$ cat src/rtl/uart_pkg.sv
// rtl/uart_pkg.sv - shared UART receiver types and defaults
package uart_pkg;

  // 100 MHz clock at 38400 baud
  localparam int CLKS_PER_BIT_DEFAULT = 2604;

  typedef enum logic [2:0] {
    ST_IDLE      = 3'd0,
    ST_START     = 3'd1,
    ST_DATA      = 3'd2,
    ST_STOP      = 3'd3,
    ST_WAIT_IDLE = 3'd4
  } rx_state_e;

endpackage

$ cat src/rtl/sync_ff.sv
// rtl/sync_ff.sv - N-stage flop synchronizer for an asynchronous single-bit input
module sync_ff #(
  parameter int   STAGES    = 2,
  parameter logic RESET_VAL = 1'b1
) (
  input  logic clk,
  input  logic rst,
  input  logic d_i,
  output logic q_o
);

  logic [STAGES-1:0] sync_q;

  always_ff @(posedge clk) begin
    if (rst) begin
      sync_q <= {STAGES{RESET_VAL}};
    end else begin
      sync_q <= {sync_q[STAGES-2:0], d_i};
    end
  end

  assign q_o = sync_q[STAGES-1];

endmodule

$ cat src/rtl/uart_rx.sv
// rtl/uart_rx.sv - 8N1 UART receiver, mid-bit sampling, framing-error recovery
module uart_rx
  import uart_pkg::*;
#(
  parameter int CLKS_PER_BIT = CLKS_PER_BIT_DEFAULT,
  parameter int SYNC_STAGES  = 2
) (
  input  logic       clk,
  input  logic       rst,
  input  logic       rx,
  output logic [7:0] rx_data,
  output logic       rx_rdy,
  output logic       frame_err,
  output logic       busy
);

  localparam int               SYNC_N   = (SYNC_STAGES < 2) ? 2 : SYNC_STAGES;
  localparam int               CNT_W    = $clog2(CLKS_PER_BIT);
  localparam logic [CNT_W-1:0] HALF_CNT = CNT_W'(CLKS_PER_BIT / 2 - 1);
  localparam logic [CNT_W-1:0] LAST_CNT = CNT_W'(CLKS_PER_BIT - 1);

  logic             rx_s;
  rx_state_e        state_q, state_d;
  logic [CNT_W-1:0] cnt_q, cnt_d;
  logic [2:0]       bit_idx_q, bit_idx_d;
  logic [7:0]       shift_q, shift_d;
  logic [7:0]       data_q, data_d;
  logic             rdy_q, rdy_d;
  logic             ferr_q, ferr_d;

  sync_ff #(
    .STAGES    (SYNC_N),
    .RESET_VAL (1'b1)
  ) u_sync (
    .clk (clk),
    .rst (rst),
    .d_i (rx),
    .q_o (rx_s)
  );

  always_ff @(posedge clk) begin
    if (rst) begin
      state_q   <= ST_IDLE;
      cnt_q     <= '0;
      bit_idx_q <= '0;
      shift_q   <= '0;
      data_q    <= '0;
      rdy_q     <= 1'b0;
      ferr_q    <= 1'b0;
    end else begin
      state_q   <= state_d;
      cnt_q     <= cnt_d;
      bit_idx_q <= bit_idx_d;
      shift_q   <= shift_d;
      data_q    <= data_d;
      rdy_q     <= rdy_d;
      ferr_q    <= ferr_d;
    end
  end

  always_comb begin
    state_d   = state_q;
    cnt_d     = cnt_q;
    bit_idx_d = bit_idx_q;
    shift_d   = shift_q;
    data_d    = data_q;
    rdy_d     = 1'b0;
    ferr_d    = 1'b0;

    unique case (state_q)
      ST_IDLE: begin
        if (!rx_s) begin
          cnt_d   = '0;
          state_d = ST_START;
        end
      end

      // A start bit that is high again at its midpoint is treated as a glitch
      ST_START: begin
        if (cnt_q == HALF_CNT) begin
          cnt_d     = '0;
          bit_idx_d = '0;
          state_d   = rx_s ? ST_IDLE : ST_DATA;
        end else begin
          cnt_d = cnt_q + CNT_W'(1);
        end
      end

      ST_DATA: begin
        if (cnt_q == LAST_CNT) begin
          cnt_d     = '0;
          shift_d   = {rx_s, shift_q[7:1]};
          bit_idx_d = bit_idx_q + 3'd1;
          if (bit_idx_q == 3'd7) begin
            state_d = ST_STOP;
          end
        end else begin
          cnt_d = cnt_q + CNT_W'(1);
        end
      end

      // Leaving at mid-stop-bit leaves half a bit to catch a back-to-back start edge
      ST_STOP: begin
        if (cnt_q == LAST_CNT) begin
          cnt_d = '0;
          if (rx_s) begin
            data_d  = shift_q;
            rdy_d   = 1'b1;
            state_d = ST_IDLE;
          end else begin
            ferr_d  = 1'b1;
            state_d = ST_WAIT_IDLE;
          end
        end else begin
          cnt_d = cnt_q + CNT_W'(1);
        end
      end

      ST_WAIT_IDLE: begin
        if (rx_s) begin
          state_d = ST_IDLE;
        end
      end

      default: state_d = ST_IDLE;
    endcase
  end

  assign rx_data   = data_q;
  assign rx_rdy    = rdy_q;
  assign frame_err = ferr_q;
  assign busy      = (state_q != ST_IDLE);

endmodule

$ cat config.mk
export PLATFORM = sky130hd
export DESIGN_NAME = uart_rx
export DESIGN_NICKNAME = d
export VERILOG_FILES = /design/src/rtl/uart_pkg.sv /design/src/rtl/sync_ff.sv /design/src/rtl/uart_rx.sv
export SDC_FILE = /design/constraint.sdc
export NUM_CORES = 1
export LEC_CHECK = 0
export BUFFER_PORTS_ARGS = -buffer_cell sky130_fd_sc_hd__buf_2
export CAP_MARGIN = 20
export CORE_ASPECT_RATIO = 0.9
export CORE_UTILIZATION = 59
export CTS_CLUSTER_SIZE = 40
export DETAILED_ROUTE_END_ITERATION = 12
export MAX_ROUTING_LAYER = met4
export PLACE_DENSITY_LB_ADDON = 0.08
export SYNTH_ARGS = -nofsm -noshare
export SYNTH_HDL_FRONTEND = slang
export SYNTH_SLANG_ARGS = --single-unit
export TNS_END_PERCENT = 20
$ cat constraint.sdc
create_clock -name clk -period 2.2 [get_ports clk]
set_input_delay 0.44 -clock clk [delete_from_list [all_inputs] [get_ports clk]]
set_output_delay 0.44 -clock clk [all_outputs]
set_load 0.1 [all_outputs]
==> flow_summary.toml, run 1 <==
[yosys]
synth.cell_area_um2 = 1980
cell_count_after_synthesis = 222
postSynth.asyncResetShare_pct = 0
synth-seq-area-share_pct = 38.5
synthesis.yosys.warnings = 0
ys_seq_elements = 38
syn_avg_cell_area_um2 = 8.90
syn-num-nets = 229
synthDistinctLibCells = 53
synth.top_cells.by_area = "sky130_fd_sc_hd__dfxtp_1 (38%), sky130_fd_sc_hd__o211ai_1 (4.2%), sky130_fd_sc_hd__mux2i_1 (4.1%)"
post-synth-top-area-cell = "sky130_fd_sc_hd__dfxtp_1"
ys_dominant_reg_cell = "sky130_fd_sc_hd__dfxtp_1"
synth-edff-count = 0
synthDominantCellAreaShare_pct = 38.5

[finish]
finish.instance_area_um2 = 2150
layout-drive-gt1-share_pct = 16.7
finalNonFillerCells = 276
flow.area_growth_from_synthesis_pct = 8.67
antennaDiodeCount = 0
final_standard_cell_utilization_of_the_core_pct = 69.0
nNetsFinal = 241

[power_and_ir_drop]
irDropWorstVdd_mv = 0.481
power.internal_uw = 919
comb_power_share_pct = 3.6
power.share.sequential_pct = 58.7
power.share.clock_pct = 37.7
switching_share_pct = 22.2
finalPower_mw = 1.18
netSwitchingPower_uw = 262
p_per_area_nw_per_um2 = 550
leakagePower_nw = 0.815

[placed_design]
dpl_worst_slack_ps = 204
placedCellCount = 269
buffer_ports.inserted = 13
postPlaceCellArea_um2 = 2070
finalWeightedCongestion = 0.868
detailed_place_hpwl_mm = 3.11

[setup_path]
worst_setup_path_end_kind = "flop"
timing.setup.critical_path_class = "flop to flop"
critical-path-max-stage-delay_ps = 430
r2r_slack_ps = 140
critical_path.max_fanout = 8
timing.rr.start = "cnt_q[0]$_SDFFE_PP0P_"
startpoint_type = "flop"
path_cells = "ha_1, nor3b_1, nand4_1, buf_4, mux2i_1, nor2_1"
crit_arrival_ps = 2200
crit_required_ps = 2340
path_buf_inv = 1
worstRegToRegCells = 6
critical_path.slowest_cell = "sky130_fd_sc_hd__dfxtp_1"
timing.critical_path.max_delay_family = "simple AND/OR/NAND/NOR gates"
worst_r2r_endpoint = "shift_q[7]$_SDFFE_PP0P_"

[clock_network]
insertion_delay_ps = 290
clock_tree.root_cell = "sky130_fd_sc_hd__clkbuf_8"
clock_path_buffers = 2
cts-htree-levels = 2
number_of_post_cts_setup_repair_buffers = 0
cts_resized = 0
cts_inserted_buffers = 5
count_of_clock_tree_sinks = 38
tritoncts_clock_tree = "yes"
postCtsHoldBufs = 0
cts.reportedPaths.clkPinSlew_ps = 70

[detailed_routing]
drt_first_pass_iters = 6
drt_first_iter_violations = 155
final_wl_mm = 4.48
detail_route.wl_per_cell_um = 16.2
ant_nets = 0
vias = 1784
vias_per_cell = 6.46
drt_drc_violations_left = 0

[timing]
worst_slew_pin_slew_ps = 619
achievable-frequency_mhz = 486
worst_slack_ps = 142
fin_setup_tns_ps = 0
report.final.setup_viol = 0
remaining_max_slew_budget_at_the_tightest_pin_pct = 58.7
rsz0062_at_grt = "false"
fin_worst_hold_slack_ps = 338
min_period_over_period_pct = 93.6
final_max_slew_viol_count = 0
timing.final.crit_period_ps = 2060
hold_viol_final = 0
worst_clock_skew_ps = 7.37

[global_routing]
grt_util_all_layers_pct = 28.4
busiest_layer = "met2"
grt_start_max_net_pins = 34
groute.layer.met2.usage_pct = 41.8
vias_in_the_first_global_route = 1641
grt_pass1_wl_mm = 7.74
use_met1_pct = 37.4
grt_use_met3_pct = 8.13
global_route.overflow_total = 0
grt_antenna_before_repair = 0

[floorplanning]
coreArea_um2 = 3110
ioPinCount = 14
dieArea_um2 = 3590
rows = 19
die_width_um = 63.0
initial_utilization_pct = 63.5
chipHeight_um = 56.9

[min_path]
min-delay-path-class = "primary input to flop"
timing.hold.worst_endpoint = "u_sync.sync_q[0]$_SDFF_PP1_"
hold_path_startpoint = "rx"
hold_path_depth = 2

[flow_run]
maxCapViolCount = 0

[run_status]
result_of_the_run = "completed"
[layout make-up]
class	count	area [um^2]
Multi-Input combinational cell	163	1120
Fill cell	266	966
Sequential cell	38	761
Timing Repair Buffer	19	110
Clock buffer	7	76.3
Tap cell	42	52.6
Inverter	7	26.3
[how the worst max path moves through the flow]
stage,startpoint,to,slack [ps],cells past startpoint
2_1_floorplan,cnt_q[0]$_SDFFE_PP0P_,shift_q[0]$_SDFFE_PP0P_,570,6
3_3_place_gp,cnt_q[0]$_SDFFE_PP0P_,shift_q[7]$_SDFFE_PP0P_,370,6
3_5_place_dp,cnt_q[0]$_SDFFE_PP0P_,shift_q[7]$_SDFFE_PP0P_,200,6
4_1_cts,cnt_q[0]$_SDFFE_PP0P_,shift_q[7]$_SDFFE_PP0P_,180,6
5_1_grt,cnt_q[0]$_SDFFE_PP0P_,shift_q[4]$_SDFFE_PP0P_,20,6
6_report,cnt_q[0]$_SDFFE_PP0P_,shift_q[7]$_SDFFE_PP0P_,140,6
[Yosys cell counts, drive strengths merged, types with 3 or more instances]
cell type,number
clkbuf,7
o211ai,11
dfxtp,38
o31ai,8
nor2b,3
nand4,12
and2,3
or2,5
nand3,8
nor2,14
nor3b,4
buf,7
a21oi,14
mux2i,8
nor3,3
nand2,20
inv,6
o21ai,8
o311ai,7
ha,4
nand2b,5
[power by group through the flow]
| stage | combinational, mW | clock [mW] | sequential [mW] |
|---|---|---|---|
| floorplan | 0.0307 | 0 | 0.708 |
| global placement | 0.0407 | 0 | 0.709 |
| detailed placement | 0.0419 | 0 | 0.709 |
| CTS | 0.0421 | 0.450 | 0.693 |
| global route | 0.0459 | 0.476 | 0.693 |
| finish | 0.0423 | 0.445 | 0.693 |
[layout by cell type (no fill, tap or decap), drive strengths merged, types with 2 or more instances in the layout]
| cell | synthesis | final |
|---|---|---|
| dfxtp | 38 | 38 |
| nand2 | 20 | 20 |
| buf | 7 | 19 |
| nor2 | 14 | 14 |
| a21oi | 14 | 14 |
| nand4 | 12 | 12 |
| o211ai | 11 | 11 |
| mux2i | 8 | 8 |
| o31ai | 8 | 8 |
| o21ai | 8 | 8 |
| nand3 | 8 | 8 |
| o311ai | 7 | 7 |
| clkbuf | 7 | 7 |
| inv | 6 | 6 |
| nand2b | 5 | 5 |
| or2 | 5 | 5 |
| ha | 4 | 4 |
| nor3b | 4 | 4 |
| and2 | 3 | 3 |
| nor2b | 3 | 3 |
| nor3 | 3 | 3 |
| and4b | 2 | 2 |
| a311oi | 2 | 2 |
| and3 | 2 | 2 |
| nor4 | 2 | 2 |
| nor4b | 2 | 2 |
| and4bb | 2 | 2 |
| a31oi | 2 | 2 |
[registers in the layout (all words and copies together) (netlist names)]
name / flops
shift_q: 8
u_sync.sync_q: 2
rx_data: 8
cnt_q: 12
frame_err: 1
bit_idx_q: 3
rx_rdy: 1
state_q: 3
[per-layer routing]
| layer | wire length [um] | part of all wire [%] | up-vias |
|---|---|---|---|
| met1 | 2030 | 45 | 828 |
| li1 | - | - | 858 |
| met2 | 2010 | 45 | 85 |
| met3 | 382 | 8.5 | 13 |
| met5 | 0 | 0 | - |
| met4 | 63 | 1.4 | 0 |
[logic make-up after synthesis]
family                   synth area share (%)
buffers and inverters                    4.75
flip-flops                               38.5
AO/OA/AOI/OAI                            22.0
XOR/XNOR                                0.443
AND/OR/NAND/NOR                          27.8
multiplexers                             4.05
adder cells (fa/ha/maj)                  2.53
Note: power is estimated with default switching activity, not from simulation.
==> run 2: changes to the inputs <==
- PLACE_DENSITY: default -> 0.78
- PLACE_DENSITY_LB_ADDON: 0.08 -> default
==> run 2 against run 1 <==
Against the previous run:
- wire length up 5.3%
- clock-buffer cell count down 1
- critical path depth down 1
- sequential cell count unchanged
- design area up 3.4%
- die area unchanged
- largest power group unchanged
- sequential share of layout area down 1.2 points
- core utilization up 2.3 points
- largest cell class unchanged
- register-to-register slack better by 80 ps
- cell count up 1.4%
- global-route usage up 1.9 points
- non-clock buffer count up 3
==> flow_summary.toml, run 2 (synthesized netlist as in run 1, its figures left out) <==
[placed_design]
postPlaceCellArea_um2 = 2090
placedCellCount = 272
dpl_worst_slack_ps = -8.47
finalWeightedCongestion = 0.951
detailed_place_hpwl_mm = 3.40
buffer_ports.inserted = 13

[detailed_routing]
vias_per_cell = 6.46
detail_route.wl_per_cell_um = 16.9
drt_drc_violations_left = 0
drt_first_iter_violations = 176
final_wl_mm = 4.72
ant_nets = 0
drt_first_pass_iters = 4
vias = 1809

[finish]
flow.area_growth_from_synthesis_pct = 12.3
layout-drive-gt1-share_pct = 18.9
finish.instance_area_um2 = 2220
most_common_library_cell_in_the_layout_ignoring_fill_and_taps = "sky130_fd_sc_hd__dfxtp_1"
max_flop_register = "cnt_q"
most_frequent_cells_in_the_layout = "sky130_fd_sc_hd__dfxtp_1 (38), sky130_fd_sc_hd__nand2_1 (20), sky130_fd_sc_hd__nor2_1 (14), sky130_fd_sc_hd__a21oi_1 (13), sky130_fd_sc_hd__buf_2 (13)"
final_standard_cell_utilization_of_the_core_pct = 71.3
finalNonFillerCells = 280
nNetsFinal = 244
antennaDiodeCount = 0
max_ffs_per_register = 12

[setup_path]
timing.setup.critical_path_class = "flop to flop"
worst_setup_path_end_kind = "flop"
crit_arrival_ps = 2170
crit_required_ps = 2390
startpoint_type = "flop"
critical_path.max_fanout = 11

[clock_network]
tritoncts_clock_tree = "yes"
clock_path_buffers = 2
count_of_clock_tree_sinks = 38
insertion_delay_ps = 290
cts-htree-levels = 2
cts.reportedPaths.clkPinSlew_ps = 80
cts_inserted_buffers = 5
clock_tree.root_cell = "sky130_fd_sc_hd__clkbuf_8"
number_of_post_cts_setup_repair_buffers = 0

[power_and_ir_drop]
p_per_area_nw_per_um2 = 598
irDropWorstVdd_mv = 0.517
leakagePower_nw = 0.850
finalPower_mw = 1.33

[floorplanning]
rows = 19
dieArea_um2 = 3590
chipHeight_um = 56.9
coreArea_um2 = 3110
ioPinCount = 14
initial_utilization_pct = 63.5
die_width_um = 63.0

[timing]
timing.final.crit_period_ps = 1980
worst_clock_skew_ps = 6.04
report.final.setup_viol = 0
worst_slack_ps = 220
fin_worst_hold_slack_ps = 330
remaining_max_slew_budget_at_the_tightest_pin_pct = 58.9
hold_viol_final = 0
min_period_over_period_pct = 90.0
rsz0062_at_grt = "false"
achievable-frequency_mhz = 505
final_max_slew_viol_count = 0
worst_slew_pin_slew_ps = 614
fin_setup_tns_ps = 0

[min_path]
min-delay-path-class = "primary input to flop"

[global_routing]
vias_in_the_first_global_route = 1665
grt_util_all_layers_pct = 30.3
grt_pass1_wl_mm = 7.99
grt_antenna_before_repair = 0
grt_start_max_net_pins = 33
global_route.overflow_total = 0

[flow_run]
maxCapViolCount = 0

[run_status]
result_of_the_run = "completed"
[run 2: cell count changes in the layout (fill, tap and decap cells not counted), sizes merged]
cell,delta
bufinv,+1
buf,+3
clkbuf,-1
clkinvlp,+1
[run 2: repair_timing]
action	4_1_cts	5_1_grt
cloned	0	0
setup endpoints to repair	2	5
endpoints found under the hold margin	0	0
gates resized for setup	1	1
hold buffers	0	0
pin swaps	0	1
[run 2: cell type report]
type	instances	area, um^2
Inverter	7	26.3
Clock buffer	6	72.6
Clock inverter	2	37.5
Sequential cell	38	761
Timing Repair Buffer	22	133
Tap cell	42	52.6
Fill cell	239	893
Multi-Input combinational cell	163	1140
[run 2: path summary, 6_finish.rpt]
check / to / depth (start not counted) / start / slack (ps)
setup / recovery: cnt_q[6]$_SDFFE_PP0P_ / 5 / cnt_q[0]$_SDFFE_PP0P_ / 220
hold / removal: u_sync.sync_q[0]$_SDFF_PP1_ / 2 / rx / 330
setup reg to reg: cnt_q[6]$_SDFFE_PP0P_ / 5 / cnt_q[0]$_SDFFE_PP0P_ / 220
hold reg to reg: u_sync.sync_q[1]$_SDFF_PP1_ / 1 / u_sync.sync_q[0]$_SDFF_PP1_ / 420
[run 2: report_power, final]
part / leakage [nW] / switching [mW] / internal, mW / total [mW]
Combinational: 0.492 / 0.0324 / 0.0115 / 0.0439
Clock: 0.0514 / 0.253 / 0.338 / 0.591
Sequential: 0.307 / 0.00289 / 0.690 / 0.693
[run 2: routing by layer]
layer  GRT usage (%)  share of wire (%)  vias to the layer above
li1                -                  -                      867
met1            41.3                 45                      849
met2            44.5                 44                       82
met3            6.30                9.4                       11
met4            10.3                1.6                        0
met5               -                  0                        -
[run 2: worst max-delay path, cell delays in order (launching register included)]
cell	delay, ps
sky130_fd_sc_hd__dfxtp_1	370
sky130_fd_sc_hd__ha_1	280
sky130_fd_sc_hd__nor3b_2	200
sky130_fd_sc_hd__a311oi_4	500
sky130_fd_sc_hd__o21ai_2	230
sky130_fd_sc_hd__o311ai_1	300
